`config.mk`:
```
export PLATFORM = sky130hd
export DESIGN_NAME = divider
export DESIGN_NICKNAME = d
export VERILOG_FILES = /design/src/rtl/divider.sv
export SDC_FILE = /design/constraint.sdc
export NUM_CORES = 1
export LEC_CHECK = 0
export ABC_AREA = 1
export CAP_MARGIN = 20
export CORE_MARGIN = 2
export CORE_UTILIZATION = 35
export CTS_BUF_LIST = sky130_fd_sc_hd__clkbuf_8
export DETAILED_ROUTE_END_ITERATION = 10
export GPL_ROUTABILITY_DRIVEN = 0
export RECOVER_POWER = 25
export SLEW_MARGIN = 20
export SYNTH_ARGS = -nofsm -noshare
export SYNTH_HDL_FRONTEND = slang
export SYNTH_SLANG_ARGS = --single-unit
```
`constraint.sdc`:
```
create_clock -name clk -period 3.8 [get_ports clk]
set_clock_uncertainty 0.2 [all_clocks]
set_input_delay 0.76 -clock clk [delete_from_list [all_inputs] [get_ports clk]]
set_output_delay 0.76 -clock clk [all_outputs]
set_load 0.02 [all_outputs]
```
`src/rtl/divider.sv`:
```
// Sequential radix-2 restoring divider with op_start/op_clear/op_done handshake.
// Optional feature macro: DIVIDER_SIGNED_EN (two's complement operands, truncating division).
module divider #(
   parameter int unsigned WIDTH = 64
) (
   input  logic             clk,
   input  logic             reset,
   input  logic [WIDTH-1:0] dividend,
   input  logic [WIDTH-1:0] divisor,
   input  logic             op_start,
   input  logic             op_clear,
   output logic             op_done,
   output logic [WIDTH-1:0] quotient,
   output logic [WIDTH-1:0] remainder,
   output logic             div_by_zero
);

   localparam int unsigned CW = $clog2(WIDTH + 1);

   typedef enum logic [1:0] {
      INIT   = 2'b00,
      DIVIDE = 2'b01,
      DONE   = 2'b10
   } state_t;

   state_t           state_q, state_d;
   logic [CW-1:0]    cnt_q;
   logic [WIDTH-1:0] p_q;      // partial remainder
   logic [WIDTH-1:0] a_q;      // dividend bits shifting out, quotient bits shifting in
   logic [WIDTH-1:0] d_q;      // divisor magnitude
   logic [WIDTH:0]   p_shift;
   logic [WIDTH:0]   p_trial;
   logic [WIDTH-1:0] dend_abs;
   logic [WIDTH-1:0] dsor_abs;
   logic [WIDTH-1:0] q_res;
   logic [WIDTH-1:0] r_res;

   // One restoring iteration: shift in next dividend bit, trial-subtract divisor
   assign p_shift = {p_q, a_q[WIDTH-1]};
   assign p_trial = p_shift - {1'b0, d_q};

`ifdef DIVIDER_SIGNED_EN
   logic q_neg_q;
   logic r_neg_q;

   // Operate on magnitudes; the signs are reapplied on the final DIVIDE edge
   assign dend_abs = dividend[WIDTH-1] ? WIDTH'(-dividend) : dividend;
   assign dsor_abs = divisor[WIDTH-1]  ? WIDTH'(-divisor)  : divisor;
   assign q_res    = q_neg_q ? WIDTH'(-a_q) : a_q;
   assign r_res    = r_neg_q ? WIDTH'(-p_q) : p_q;

   // Result signs: quotient negative on differing signs, remainder follows dividend
   always_ff @(posedge clk) begin
      if (reset || op_clear) begin
         q_neg_q <= 1'b0;
         r_neg_q <= 1'b0;
      end else if (state_q == INIT && op_start) begin
         q_neg_q <= dividend[WIDTH-1] ^ divisor[WIDTH-1];
         r_neg_q <= dividend[WIDTH-1];
      end
   end
`else
   assign dend_abs = dividend;
   assign dsor_abs = divisor;
   assign q_res    = a_q;
   assign r_res    = p_q;
`endif

   // State register
   always_ff @(posedge clk) begin
      if (reset) state_q <= INIT;
      else       state_q <= state_d;
   end

   // Next-state logic; op_clear returns to INIT from anywhere, illegal code recovers
   always_comb begin
      state_d = INIT;
      case (state_q)
         INIT: begin
            if (op_start) state_d = (divisor == '0) ? DONE : DIVIDE;
         end
         DIVIDE: begin
            state_d = (cnt_q == CW'(WIDTH)) ? DONE : DIVIDE;
         end
         DONE:    state_d = DONE;
         default: state_d = INIT;
      endcase
      if (op_clear) state_d = INIT;
   end

   // Datapath and registered outputs
   always_ff @(posedge clk) begin
      if (reset || op_clear) begin
         cnt_q       <= '0;
         p_q         <= '0;
         a_q         <= '0;
         d_q         <= '0;
         op_done     <= 1'b0;
         quotient    <= '0;
         remainder   <= '0;
         div_by_zero <= 1'b0;
      end else begin
         case (state_q)
            INIT: begin
               if (op_start) begin
                  cnt_q <= '0;
                  p_q   <= '0;
                  a_q   <= dend_abs;
                  d_q   <= dsor_abs;
                  if (divisor == '0) begin
                     op_done     <= 1'b1;
                     quotient    <= '1;
                     remainder   <= dividend;
                     div_by_zero <= 1'b1;
                  end
               end
            end
            DIVIDE: begin
               if (cnt_q == CW'(WIDTH)) begin
                  op_done   <= 1'b1;
                  quotient  <= q_res;
                  remainder <= r_res;
               end else begin
                  cnt_q <= cnt_q + CW'(1);
                  if (!p_trial[WIDTH]) begin
                     p_q <= p_trial[WIDTH-1:0];
                     a_q <= {a_q[WIDTH-2:0], 1'b1};
                  end else begin
                     p_q <= p_shift[WIDTH-1:0];
                     a_q <= {a_q[WIDTH-2:0], 1'b0};
                  end
               end
            end
            DONE: begin
            end
            default: begin
               op_done     <= 1'b0;
               quotient    <= '0;
               remainder   <= '0;
               div_by_zero <= 1'b0;
            end
         endcase
      end
   end

endmodule

```
==> results of run 1 <==
-- state kept, by name (all words and copies together), names as in the netlist --
signal	count
op_done	1
p_q	64
remainder	64
div_by_zero	1
cnt_q	7
a_q	64
quotient	64
state_q	2
d_q	64
-- routing by layer --
metal | vias to the layer above | wire, um
met4 | 0 | 2110
met5 | - | 0
met2 | 571 | 29500
met3 | 100 | 4120
li1 | 10600 | -
met1 | 9385 | 33200
-- per-stage QoR --
stage | hold WS (ns) | cells | util | setup slack, ns | power, mW
floorplan | 0.233 | 3203 | - | 1.21 | 4.64
global placement | 0.252 | 4102 | 0.413 | 0.237 | 5.22
detailed placement | 0.258 | 4102 | 0.413 | 0.208 | 5.22
CTS | 0.267 | 4204 | 0.435 | 0.408 | 8.69
global route | 0.287 | 4207 | 0.434 | 0.0745 | 9.02
finish | 0.261 | 4208 | 0.434 | 0.366 | 8.60
-- cell families (layout without fill, tap and decap cells) --
| logic type | Yosys count | count (layout) | share of synthesized area |
|---|---|---|---|
| other | 0 | 4 | 0 |
| buffers and inverters | 616 | 861 | 0.121 |
| AOI/OAI and AO/OA | 730 | 730 | 0.191 |
| DFF | 331 | 331 | 0.336 |
| xor gates and xnor gates | 32 | 32 | 0.0142 |
| adders and majority gates | 71 | 71 | 0.0454 |
| and+or+nand+nor | 1423 | 1423 | 0.293 |
-- cell type report --
type                            count  area (um^2)
Tap cell                          756          946
Clock inverter                     31          224
Antenna cell                        4         10.0
Timing Repair Buffer              303         3060
Multi-Input combinational cell   2256        10800
Sequential cell                   331         6630
Inverter                          456         1720
Fill cell                        6002        31700
Clock buffer                       71          977
-- critical path, stage by stage, from the launching register on --
cell and delay (ns):
dfxtp_1 0.41, inv_1 0.09, ha_1 0.23, clkbuf_4 0.78, nand2_4 0.29, clkbuf_4 0.60, clkbuf_2 0.39, o21ai_0 0.14
a21oi_1 0.13
-- Yosys cell counts, drive strengths merged --
library cell  count
dfxtp           331
inv             456
nor3b             1
nor4             21
nor3             14
buf              32
nor2            280
or2               1
xnor2             8
o21ai           333
xor2             24
nand2b            1
a31oi            64
clkbuf          128
o21bai            6
nand2           921
a21oi           326
ha               70
a21o              1
nand3b            4
nand3           167
nand4            13
fa                1
-- placed cells by master (no fill, tap or decap), drive strengths merged --
master / count
nand2: 921
inv: 474
o21ai: 333
dfxtp: 331
a21oi: 326
nor2: 280
clkdlybuf4s50: 260
nand3: 167
clkbuf: 77
ha: 70
a31oi: 64
buf: 36
xor2: 24
nor4: 21
nor3: 14
nand4: 13
clkinv: 10
xnor2: 8
o21bai: 6
diode: 4
nand3b: 4
bufinv: 3
or2: 1
nor3b: 1
a21o: 1
nand2b: 1
fa: 1
dlygate4sd3: 1
-- worst max-delay path by stage --
stage               slack, ns                   from                    endpoint
floorplan                1.21   a_q[63]$_SDFFE_PP0P_        p_q[59]$_SDFFE_PP0P_
global placement         0.24            divisor[16]  remainder[60]$_SDFFE_PP0P_
detailed placement       0.21            divisor[16]  remainder[60]$_SDFFE_PP0P_
CTS                      0.41   a_q[63]$_SDFFE_PP0P_         p_q[6]$_SDFFE_PP0P_
global route             0.07  state_q[0]$_SDFF_PP0_        d_q[42]$_SDFFE_PP0P_
finish                   0.37  state_q[0]$_SDFF_PP0_        d_q[33]$_SDFFE_PP0P_
-- power groups by stage --
| stage | sequential (mW) | clock, mW | combinational, mW |
|---|---|---|---|
| after floorplan | 3.73 | 0 | 0.902 |
| after global placement | 3.71 | 0 | 1.51 |
| after detailed placement | 3.71 | 0 | 1.51 |
| after CTS | 3.64 | 3.54 | 1.52 |
| after global routing | 3.65 | 3.68 | 1.69 |
| final | 3.64 | 3.44 | 1.52 |
==> run summary, run 1 <==
The run finished, with violations left. The final reports fail on max-capacitance violations, max-slew violations. The slack of the worst reg-to-reg path came out at 0.37 ns. The share of the synthesized area in the top cell type is 0.336. The number of gates resized after CTS was 0. The met1 usage came out at 0.332. The average routed wire per standard cell came out at 16.4 um. Measured along the x axis, the die boundary spans 241 um. In the global route stage, overall resource usage came out at 0.231. Setup repair after global routing left no endpoint under its margin. The share of total power dissipated in the clock network is 0.400. In this run the critical register-to-register path is captured at d_q[33]$_SDFFE_PP0P_. The worst-case headroom to the max-slew limit is -0.0256. The startpoint of the worst hold path is d_q[41]$_SDFFE_PP0P_. The mean area per synthesized cell is 6.16 um^2. The highest achievable clock rate came out at 291 MHz.

The required time at the worst-slack endpoint came out at 4.20 ns. The path class of the tightest hold or removal check is reg2reg. The die outline height came out at 241 um.

The leakage power figure came out at 11.3 nW. The post-route antenna net violation count came out at 0. The number of register bits inferred by synthesis is 331. The number of nets in the finished design is 3,608. The number of global-route vias before repair is 18,900.

For the worst setup path, the data arrival time is 3.83 ns. Compared with the post-synthesis result, the final layout area differs by 23.2%. The met2 track demand over resource in global routing came out at 0.354. The number of buffers between clock root and the deepest sink is 3. The largest vdd supply drop came out at 0.301 mV. The setup violation total in the final timing report is 0. The DRC marker count from the first detailed-route iteration came out at 1,851.

The worst setup path is captured at a flop. The number of H-tree levels is 2. Sorting the synthesized cells by area gives the leading types as dfxtp_1 (34%), nand2_1 (17%), inv_1 (8.5%). CTS placed an instance of clkbuf_8 at the clock tree root.

The slew at the pin with the worst max-slew slack is 1.54 ns. The maximum number of pins on one net before global-route repair came out at 166. The met3 routing resource usage after global routing is 0.0288. The total die area came out at 0.0583 mm^2. With fillers left out, the area of the finished cells amounts to 0.0243 mm^2. The worst-skew pair later-pin latency came out at 0.67 ns. After detailed routing, the number of remaining DRC violations is 0. The switching power of the nets came out at 2.62 mW. The register clock-pin slew on the reported worst setup and hold paths is 0.06 ns. The layer with the highest usage after global routing is met2.

The number of buffers inserted by hold repair at cts is 0. The final total negative setup slack came out at 0 ns. The share of total power dissipated in combinational logic is 0.177. The mapped cell area is 0.0197 mm^2. The setup fix buffers added after clock tree synthesis came out at 0. The number of warnings printed during yosys synthesis is 0. For the worst flop-to-flop path, the logic depth is 8. In this run the worst path has a maximum fanout of 131. The number of unique standard cell types used by synthesis came out at 36. The number of placed I/O pins is 262. By startpoint and endpoint, the worst setup path is classified as reg2reg.

The number of standard-cell rows in the floorplan came out at 87. Of the cells placed in the final design, the portion with a size suffix greater than 1 is 0.0490. The share of total power in sequential cells came out at 0.423. The number of pins with negative max-slew slack in the final report came to 132.

The clock net in this run drives a total of 331 sinks. The number of hold-slack violations in the final timing report came out at 0. The number of optimization iterations in the first detailed-route pass is 6. The final critical-path required period came out at 3.43 ns. Of the total power, the share spent switching nets is 0.304.

The end point of the worst hold path is d_q[41]$_SDFFE_PP0P_. The first global-routing pass estimated 106,000 um of wire. The worst setup path is launched from a flop.

The share of the Yosys chip area taken by registers is 0.336. The power per cell area came out at 353 mW/mm^2. The HPWL after detailed placement is 52,300 um.

The number of vias per cell came out at 4.92. The post-detailed-routing wire length is 68,900 um. The hold-critical path depth came out at 2. For this run the aggregate overflow at the end of global routing stands at 0. The TritonCTS clock tree is built. The internal power summed over all cells came out at 5.98 mW. The number of nets in the synthesized netlist is 3,406.

The launch instance of the worst register-to-register path is state_q[0]$_SDFF_PP0_. Of the available clock period, the critical path in the final layout requires 0.904. Summed over all instances, the cell type with the most area after synthesis is dfxtp_1. The starting density of the core came out at 0.352.

The cell area reported after detailed placement came out at 0.0232 mm^2. The number of antenna violations at the first check in global routing came out at 7. The via total after detailed routing came out at 20,700. The area inside the core boundary came out at 0.0561 mm^2. The number of port buffers is 261. Counting every instance in the synthesized netlist gives 3,203. In this run, CTS created clock tree buffers numbering 57. The tool flagged a number of max-cap violations equal to 1.
Power figures use the tool's default switching activity.
==> run 2, diff against run 1 <==
--- a/config.mk
+++ b/config.mk
@@ -13,6 +13,7 @@
 export DETAILED_ROUTE_END_ITERATION = 10
 export GPL_ROUTABILITY_DRIVEN = 0
 export RECOVER_POWER = 25
+export REMOVE_ABC_BUFFERS = 1
 export SLEW_MARGIN = 20
 export SYNTH_ARGS = -nofsm -noshare
 export SYNTH_HDL_FRONTEND = slang
==> run 2 against run 1 <==
  * Sequential power hardly changed
  * Count of clock-buffer cells in the layout up 5
  * Critical endpoint is now d_q[11]$_SDFFE_PP0P_
  * Non-clock buffer count up 3
  * Flip-flop and latch count unchanged
  * Clock power barely moved
  * Worst setup slack better by 0.041 ns
  * Worst hold slack worse by 0.0039 ns
  * The run still ends with max-capacitance violations, max-slew violations left
==> run summary, run 2 (synthesis gave the netlist of run 1 again) <==
The flow ran to the end, but the final reports show violations. The checks that failed: max-capacitance violations, max-slew violations. The horizontal extent of the die came out at 241 um (unchanged).

The critical path's top delay family is buffers and inverters. The number of global-route vias before repair came to 18,700 (-1.0%). The layout filler cell count is 6,061 (+0.98%).

The worst-skew pair later-pin latency came out at 0.66 ns (about the same). The total routing usage reported by global routing came out at 0.233 (+0.00178). The total die area is 0.0583 mm^2 (unchanged). The min-delay analysis places its worst path in the category reg2reg.

The library cells used most frequently in the layout, excluding fill and tap cells, are nand2_1 (904), inv_1 (467), o21ai_0 (333), dfxtp_1 (331), a21oi_1 (323). The design area came to 0.0244 mm^2 (+0.21%). The worst path setup slack after routing is 0.407 ns (+0.0408 ns). Setup repair after global routing left no endpoint under its margin. The slew at the pin with the worst max-slew slack is 1.99 ns (+0.456 ns). The DRC violation count after routing came out at 0 (unchanged). The DRC marker count from the first detailed-route iteration is 1,718 (-7.2%). The number of pins with negative max-slew slack in the final report came out at 112 (-15%). The total global routing overflow came out at 0 (unchanged). The first-pass GRT wire length was 106,000 um (+0.16%).

In this run the critical register-to-register path is captured at a_q[62]$_SDFFE_PP0P_. Traced cell by cell, the critical path runs through clkdlybuf4s50_1 -> nor2_4 -> clkbuf_2 -> o21ai_0 -> a21oi_1. The post-detailed-routing wire length is 69,300 um (+0.56%).

The leading cell type in the layout, fill and taps excluded is nand2_1. The sum of internal, switching and leakage power came out at 8.60 mW (about the same). The area inside the core boundary came out at 0.0561 mm^2 (unchanged). The via total after detailed routing came out at 20,800 (+0.54%).

The path depth of the worst reg2reg path is 10 (+2). The max-cap check violation count is 1 (unchanged). The power per cell area is 353 mW/mm^2 (-0.21%).

The number of nets in the finished design is 3,611 (+0.083%). The die outline height was 241 um (unchanged). The data arrival time of the critical path came out at 3.77 ns (-0.06 ns). The starting density of the core came out at 0.352 (unchanged).

Compared with the post-synthesis result, the final layout area differs by 23.5%. The largest fanout on the critical path was 112 (-15%). The largest vdd supply drop is 0.203 mV (-32%).

The half-perimeter wire length of the detailed placement result came out at 51,900 um (-0.66%). The total clock sinks came out at 331 (unchanged). The post-route antenna net violation count is 0 (unchanged).

The highest achievable clock rate came out at 295 MHz (+1.2%). The setup path with the least slack is of type in2reg. The setup violation total in the final timing report came to 0 (unchanged). The setup fix buffers added after clock tree synthesis came out at 0 (unchanged). The share of post-route cells with drive strength above 1 is 0.0495 (+0.000480). The slowest cell on the critical path is clkbuf_2. The critical path's largest stage delay came out at 1.38 ns (+0.60 ns).

The number of port buffers came to 261 (unchanged). The required time at the worst-slack endpoint came out at 4.17 ns (-0.03 ns). The final critical-path required period came out at 3.39 ns (-0.0408 ns). The cell area reported after detailed placement is 0.0232 mm^2 (+0.23%).

The maximum number of pins on one net before global-route repair is 113 (-32%). The number of H-tree levels is 2 (unchanged). The worst setup path startpoint is op_clear. The CTS buffer count is 57 (unchanged).

The critical path buffer and inverter count came out at 2 (-2). The capturing element type of the critical path is a flop. The slack of the worst reg-to-reg path came out at 0.48 ns (+0.11 ns). The number of instances resized during post-cts repair was 0 (unchanged). The buffer type at the clock tree root is clkbuf_8. The number of standard-cell rows in the floorplan came to 87 (unchanged). The number of vias per cell was 4.94 (+0.42%). The register clock-pin slew on the reported worst setup and hold paths was 0.06 ns (about the same). The worst-case headroom to the max-slew limit is -0.330 (-0.304). The launch instance of the worst register-to-register path is cnt_q[0]$_SDFFE_PP0P_. In this run the worst setup path terminates at d_q[11]$_SDFFE_PP0P_. The portion of the clock cycle consumed by the worst path in the final layout came out at 0.893 (-0.0107). The number of optimization iterations in the first detailed-route pass is 5 (-1).

The final total negative setup slack is 0 ns (unchanged). The worst hold slack across all endpoints came out at 0.257 ns (-0.00387 ns). The kind of start point of the critical path is a primary input. The number of buffers inserted by hold repair at cts is 0 (unchanged). The number of placed I/O pins was 262 (unchanged). The worst slack at placement is -0.0569 ns (-0.264 ns). The number of hold-slack violations in the final timing report came out at 0 (unchanged). TritonCTS built the clock tree. The leakage power figure came out at 11.4 nW (+0.41%). The register area was 0.00663 mm^2 (unchanged).

The number of buffers between clock root and the deepest sink came out at 3 (unchanged). The depth of the critical timing path with buffers and inverters included was 5 (-3). The number of antenna violations at the first check in global routing came out at 2 (-5). The total area of multi-input combinational cells was 0.0108 mm^2 (about the same). The average routed wire per standard cell was 16.5 um (+0.44%).
-- run 2: worst min-delay path by stage --
stage	cells after the start	startpoint	end	slack [ns]
2_1_floorplan	2	d_q[10]$_SDFFE_PP0P_	d_q[10]$_SDFFE_PP0P_	0.24
3_3_place_gp	2	d_q[58]$_SDFFE_PP0P_	d_q[58]$_SDFFE_PP0P_	0.25
3_5_place_dp	2	d_q[58]$_SDFFE_PP0P_	d_q[58]$_SDFFE_PP0P_	0.25
4_1_cts	2	d_q[58]$_SDFFE_PP0P_	d_q[58]$_SDFFE_PP0P_	0.26
5_1_grt	2	d_q[3]$_SDFFE_PP0P_	d_q[3]$_SDFFE_PP0P_	0.29
6_report	2	d_q[58]$_SDFFE_PP0P_	d_q[58]$_SDFFE_PP0P_	0.26
-- run 2: layout make-up --
class,instances,area share
tap,756,0.0388
sequential,331,0.272
clock inverter,30,0.00693
clock buffer,76,0.0429
inverter,456,0.0706
timing repair buffer,306,0.127
multi-input combinational,2256,0.441
antenna,2,0.000205
-- run 2: power breakdown --
part | switching [mW] | internal [mW]
clock network | 1.57 | 1.86
logic | 1.02 | 0.518
registers | 0.0593 | 3.58
-- run 2: worst reg2reg max path: cells and delay by family (launching register included) --
kind / cells / cell delay, ns
simple gates: 4 / 1.03
buf+inv: 3 / 0.96
compound gates: 2 / 0.49
flops: 1 / 0.33
fa+ha+maj: 1 / 0.16
-- run 2: through the flow --
stage | cells | util
after floorplan | 3043 | -
after global placement | 4105 | 0.414
after detailed placement | 4105 | 0.414
after CTS | 4211 | 0.436
after global routing | 4212 | 0.435
final | 4213 | 0.435
-- run 2: metal layers --
layer | GRT usage | share of wire | vias to the layer above
li1 | - | - | 10700
met1 | 0.332 | 0.48 | 9467
met2 | 0.358 | 0.43 | 560
met3 | 0.0377 | 0.066 | 118
met4 | 0.0731 | 0.029 | 0
met5 | 0 | 0 | -
==> run 3, diff against run 2 <==
--- a/config.mk
+++ b/config.mk
@@ -8,7 +8,7 @@
 export ABC_AREA = 1
 export CAP_MARGIN = 20
 export CORE_MARGIN = 2
-export CORE_UTILIZATION = 35
+export CORE_UTILIZATION = 36
 export CTS_BUF_LIST = sky130_fd_sc_hd__clkbuf_8
 export DETAILED_ROUTE_END_ITERATION = 10
 export GPL_ROUTABILITY_DRIVEN = 0
==> run 3 against run 2 <==
  * Worst setup slack better by 0.064 ns
  * The flow still finishes with violations (max-capacitance violations, max-slew violations)
  * Critical path type is now reg2reg
  * Non-clock buffer count up 22
  * Sequential power about the same
  * Critical endpoint is now cnt_q[5]$_SDFFE_PP0P_
  * Via count up 1.0%
  * Clock power up 4%
  * Worst hold slack worse by 0.0026 ns
==> run summary, run 3 (synthesis gave the netlist of run 1 again) <==
The flow ran to the end, but the final reports show violations. The final reports fail on max-capacitance violations, max-slew violations. STA classifies the critical path startpoint as a flop.

The horizontal extent of the die is 238 um (-1.4%). The startpoint identified for the worst hold timing path is d_q[59]$_SDFFE_PP0P_. The total clock sinks is 331 (unchanged). The largest vdd supply drop is 0.200 mV (-1.5%). The number of vias per cell came to 5.04 (+2.1%). TritonCTS built the clock tree. The relative contribution of combinational cells to total power is 0.178 (about the same).

The register clock-pin slew on the reported worst setup and hold paths was 0.06 ns (about the same). The area inside the core boundary came to 0.0540 mm^2 (-3.6%). The worst hold path terminates at d_q[59]$_SDFFE_PP0P_. The tightest min-delay check is of the reg2reg type. The internal power summed over all cells is 6.09 mW (+2.4%). The library cell used most frequently in the layout, excluding fill and tap cells, is nand2_1. The clock share of power came out at 0.407 (+0.009). The via total after detailed routing came out at 21,000 (+1.0%). In the layout the commonest cells are nand2_1 (904), inv_1 (461), o21ai_0 (333), dfxtp_1 (331), a21oi_1 (323). The portion of the clock cycle consumed by the worst path in the final layout came to 0.876 (-0.0169). The number of port buffers came out at 261 (unchanged). The number of pins with negative max-slew slack in the final report came to 18 (-84%).

The total global routing overflow came out at 0 (unchanged). Compared with the post-synthesis result, the final layout area differs by 24.2%. The number of optimization iterations in the first detailed-route pass came out at 6 (+1). The design area came to 0.0245 mm^2 (+0.58%). The number of standard-cell rows in the floorplan came out at 85 (-2.3%). The highest achievable clock rate came out at 300 MHz (+1.9%). The average routed wire per standard cell is 16.7 um (+1.8%). The number of buffers between clock root and the deepest sink is 3 (unchanged). The cell area reported after detailed placement is 0.0233 mm^2 (+0.50%). The setup fix buffers added after clock tree synthesis came to 0 (unchanged). The number of placed I/O pins came out at 262 (unchanged). The switching power as a share of total power is 0.304 (-0.00369). The path depth of the worst reg2reg path came out at 8 (-2).

The max-cap check violation count came out at 1 (unchanged). The share of post-route cells with drive strength above 1 is 0.0544 (+0.00493). The post-route antenna net violation count came out at 0 (unchanged). The number of antenna violations at the first check in global routing is 2 (unchanged).

The number of H-tree levels was 2 (unchanged). The post-detailed-routing wire length was 69,800 um (+0.72%). The data arrival time of the critical path is 3.67 ns (-0.10 ns). The worst setup path is of the reg2reg kind. The DRC violation count after routing came out at 0 (unchanged).

The number of nets in the finished design was 3,634 (+0.64%). The tree is rooted in a clkbuf_8. The number of hold-slack violations in the final timing report came out at 0 (unchanged). The number of buffers inserted by hold repair at cts came out at 0 (unchanged).

The leakage power figure is 11.6 nW (+1.9%). The number of instances resized during post-cts repair came out at 0 (unchanged). The first-pass GRT wire length is 107,000 um (+1.4%). The hold-critical path depth came out at 2 (unchanged). The total die area is 0.0567 mm^2 (-2.7%).

The power per cell area is 357 mW/mm^2 (+1.3%). The maximum number of pins on one net before global-route repair was 135 (+19%). The DRC marker count from the first detailed-route iteration is 1,900 (+11%). The layout filler cell count came out at 5,716 (-5.7%). In this run the critical register-to-register path is launched from state_q[0]$_SDFF_PP0_. Setup repair after global routing left no endpoint under its margin. The die outline height is 238 um (-1.4%).

The total routing usage reported by global routing is 0.239 (+0.00654). The slack of the worst reg-to-reg path is 0.47 ns (about the same). In this run the critical register-to-register path is captured at cnt_q[5]$_SDFFE_PP0P_. The worst-case headroom to the max-slew limit is -0.0234 (+0.306).

The half-perimeter wire length of the detailed placement result was 52,400 um (+0.90%). The setup violation total in the final timing report is 0 (unchanged). The required time at the worst-slack endpoint is 4.14 ns (-0.03 ns).

The switching power of the nets is 2.67 mW (+0.63%). The final total negative setup slack is 0 ns (unchanged). The share of total power in sequential cells was 0.415 (-0.008).

The slew at the pin with the worst max-slew slack came to 1.53 ns (-0.465 ns). The worst setup path is captured at a flop. The starting density of the core came to 0.365 (+0.0133). The CTS buffer count came out at 58 (+1.8%). The largest fanout on the critical path is 68 (-39%). The worst-skew pair later-pin latency came out at 0.67 ns (about the same).

The final critical-path required period is 3.33 ns (-0.0642 ns). The number of global-route vias before repair came to 19,100 (+2.1%).
run 3: cell count changes in the layout (fill, tap and decap cells not counted), sizes merged, moves of 3 or more:
cell,before,now
dlygate4sd3,9,40
buf,41,60
clkinv,5,8
bufinv,1,4
inv,477,473
clkdlybuf4s50,252,221
run 3: metrics by stage:
step | util | instances | power, mW | hold WS (ns) | setup WS [ns]
3_3_place_gp | 0.432 | 4067 | 5.26 | 0.249 | 0.286
6_report | 0.454 | 4170 | 8.76 | 0.254 | 0.471
2_1_floorplan | - | 3043 | 4.62 | 0.235 | -6.85
3_5_place_dp | 0.432 | 4067 | 5.26 | 0.251 | 0.323
4_1_cts | 0.455 | 4169 | 8.85 | 0.258 | 0.527
5_1_grt | 0.454 | 4170 | 9.18 | 0.284 | 0.231
run 3: final cells by class:
class	instances	area, um^2	share of cell area
clock inverters	30	253	0.0103
diodes	1	2.50	0.000102
flip-flops and latches	331	6630	0.270
inverters	456	1720	0.0701
multi-input cells	2256	10800	0.439
repair buffers	328	3300	0.135
clock buffers	72	991	0.0404
well taps	696	871	0.0355
run 3: critical path, cell delays in order, from the launching register on:
cell	delay, ns
dfxtp_1	0.33
inv_1	0.13
ha_4	0.16
buf_4	0.60
nand2_1	0.77
inv_1	0.51
a21oi_1	0.20
o21ai_0	0.20
a21oi_1	0.10
run 3: power by group through the flow:
| stage | registers (mW) | clock network (mW) | logic (mW) |
|---|---|---|---|
| after global routing | 3.64 | 3.81 | 1.73 |
| final | 3.64 | 3.56 | 1.56 |
| after global placement | 3.71 | 0 | 1.55 |
| after detailed placement | 3.71 | 0 | 1.55 |
| after floorplan | 3.74 | 0 | 0.888 |
| after CTS | 3.64 | 3.65 | 1.56 |
run 3: metal layers:
layer,track usage,vias up,wire [um]
li1,-,10700,-
met1,0.347,9527,33300
met2,0.373,700,30100
met3,0.0289,92,4810
met4,0.0634,0,1600
met5,0,-,0
run 3: worst max path at each step:
stage,startpoint,end,slack (ns),cells past startpoint
3_3_place_gp,divisor[48],quotient[35]$_SDFFE_PP0P_,0.29,12
4_1_cts,a_q[63]$_SDFFE_PP0P_,p_q[0]$_SDFFE_PP0P_,0.53,21
2_1_floorplan,reset,cnt_q[5]$_SDFFE_PP0P_,-6.85,5
5_1_grt,state_q[0]$_SDFF_PP0_,cnt_q[5]$_SDFFE_PP0P_,0.23,8
6_report,state_q[0]$_SDFF_PP0_,cnt_q[5]$_SDFFE_PP0P_,0.47,8
3_5_place_dp,divisor[48],quotient[63]$_SDFFE_PP0P_,0.32,12
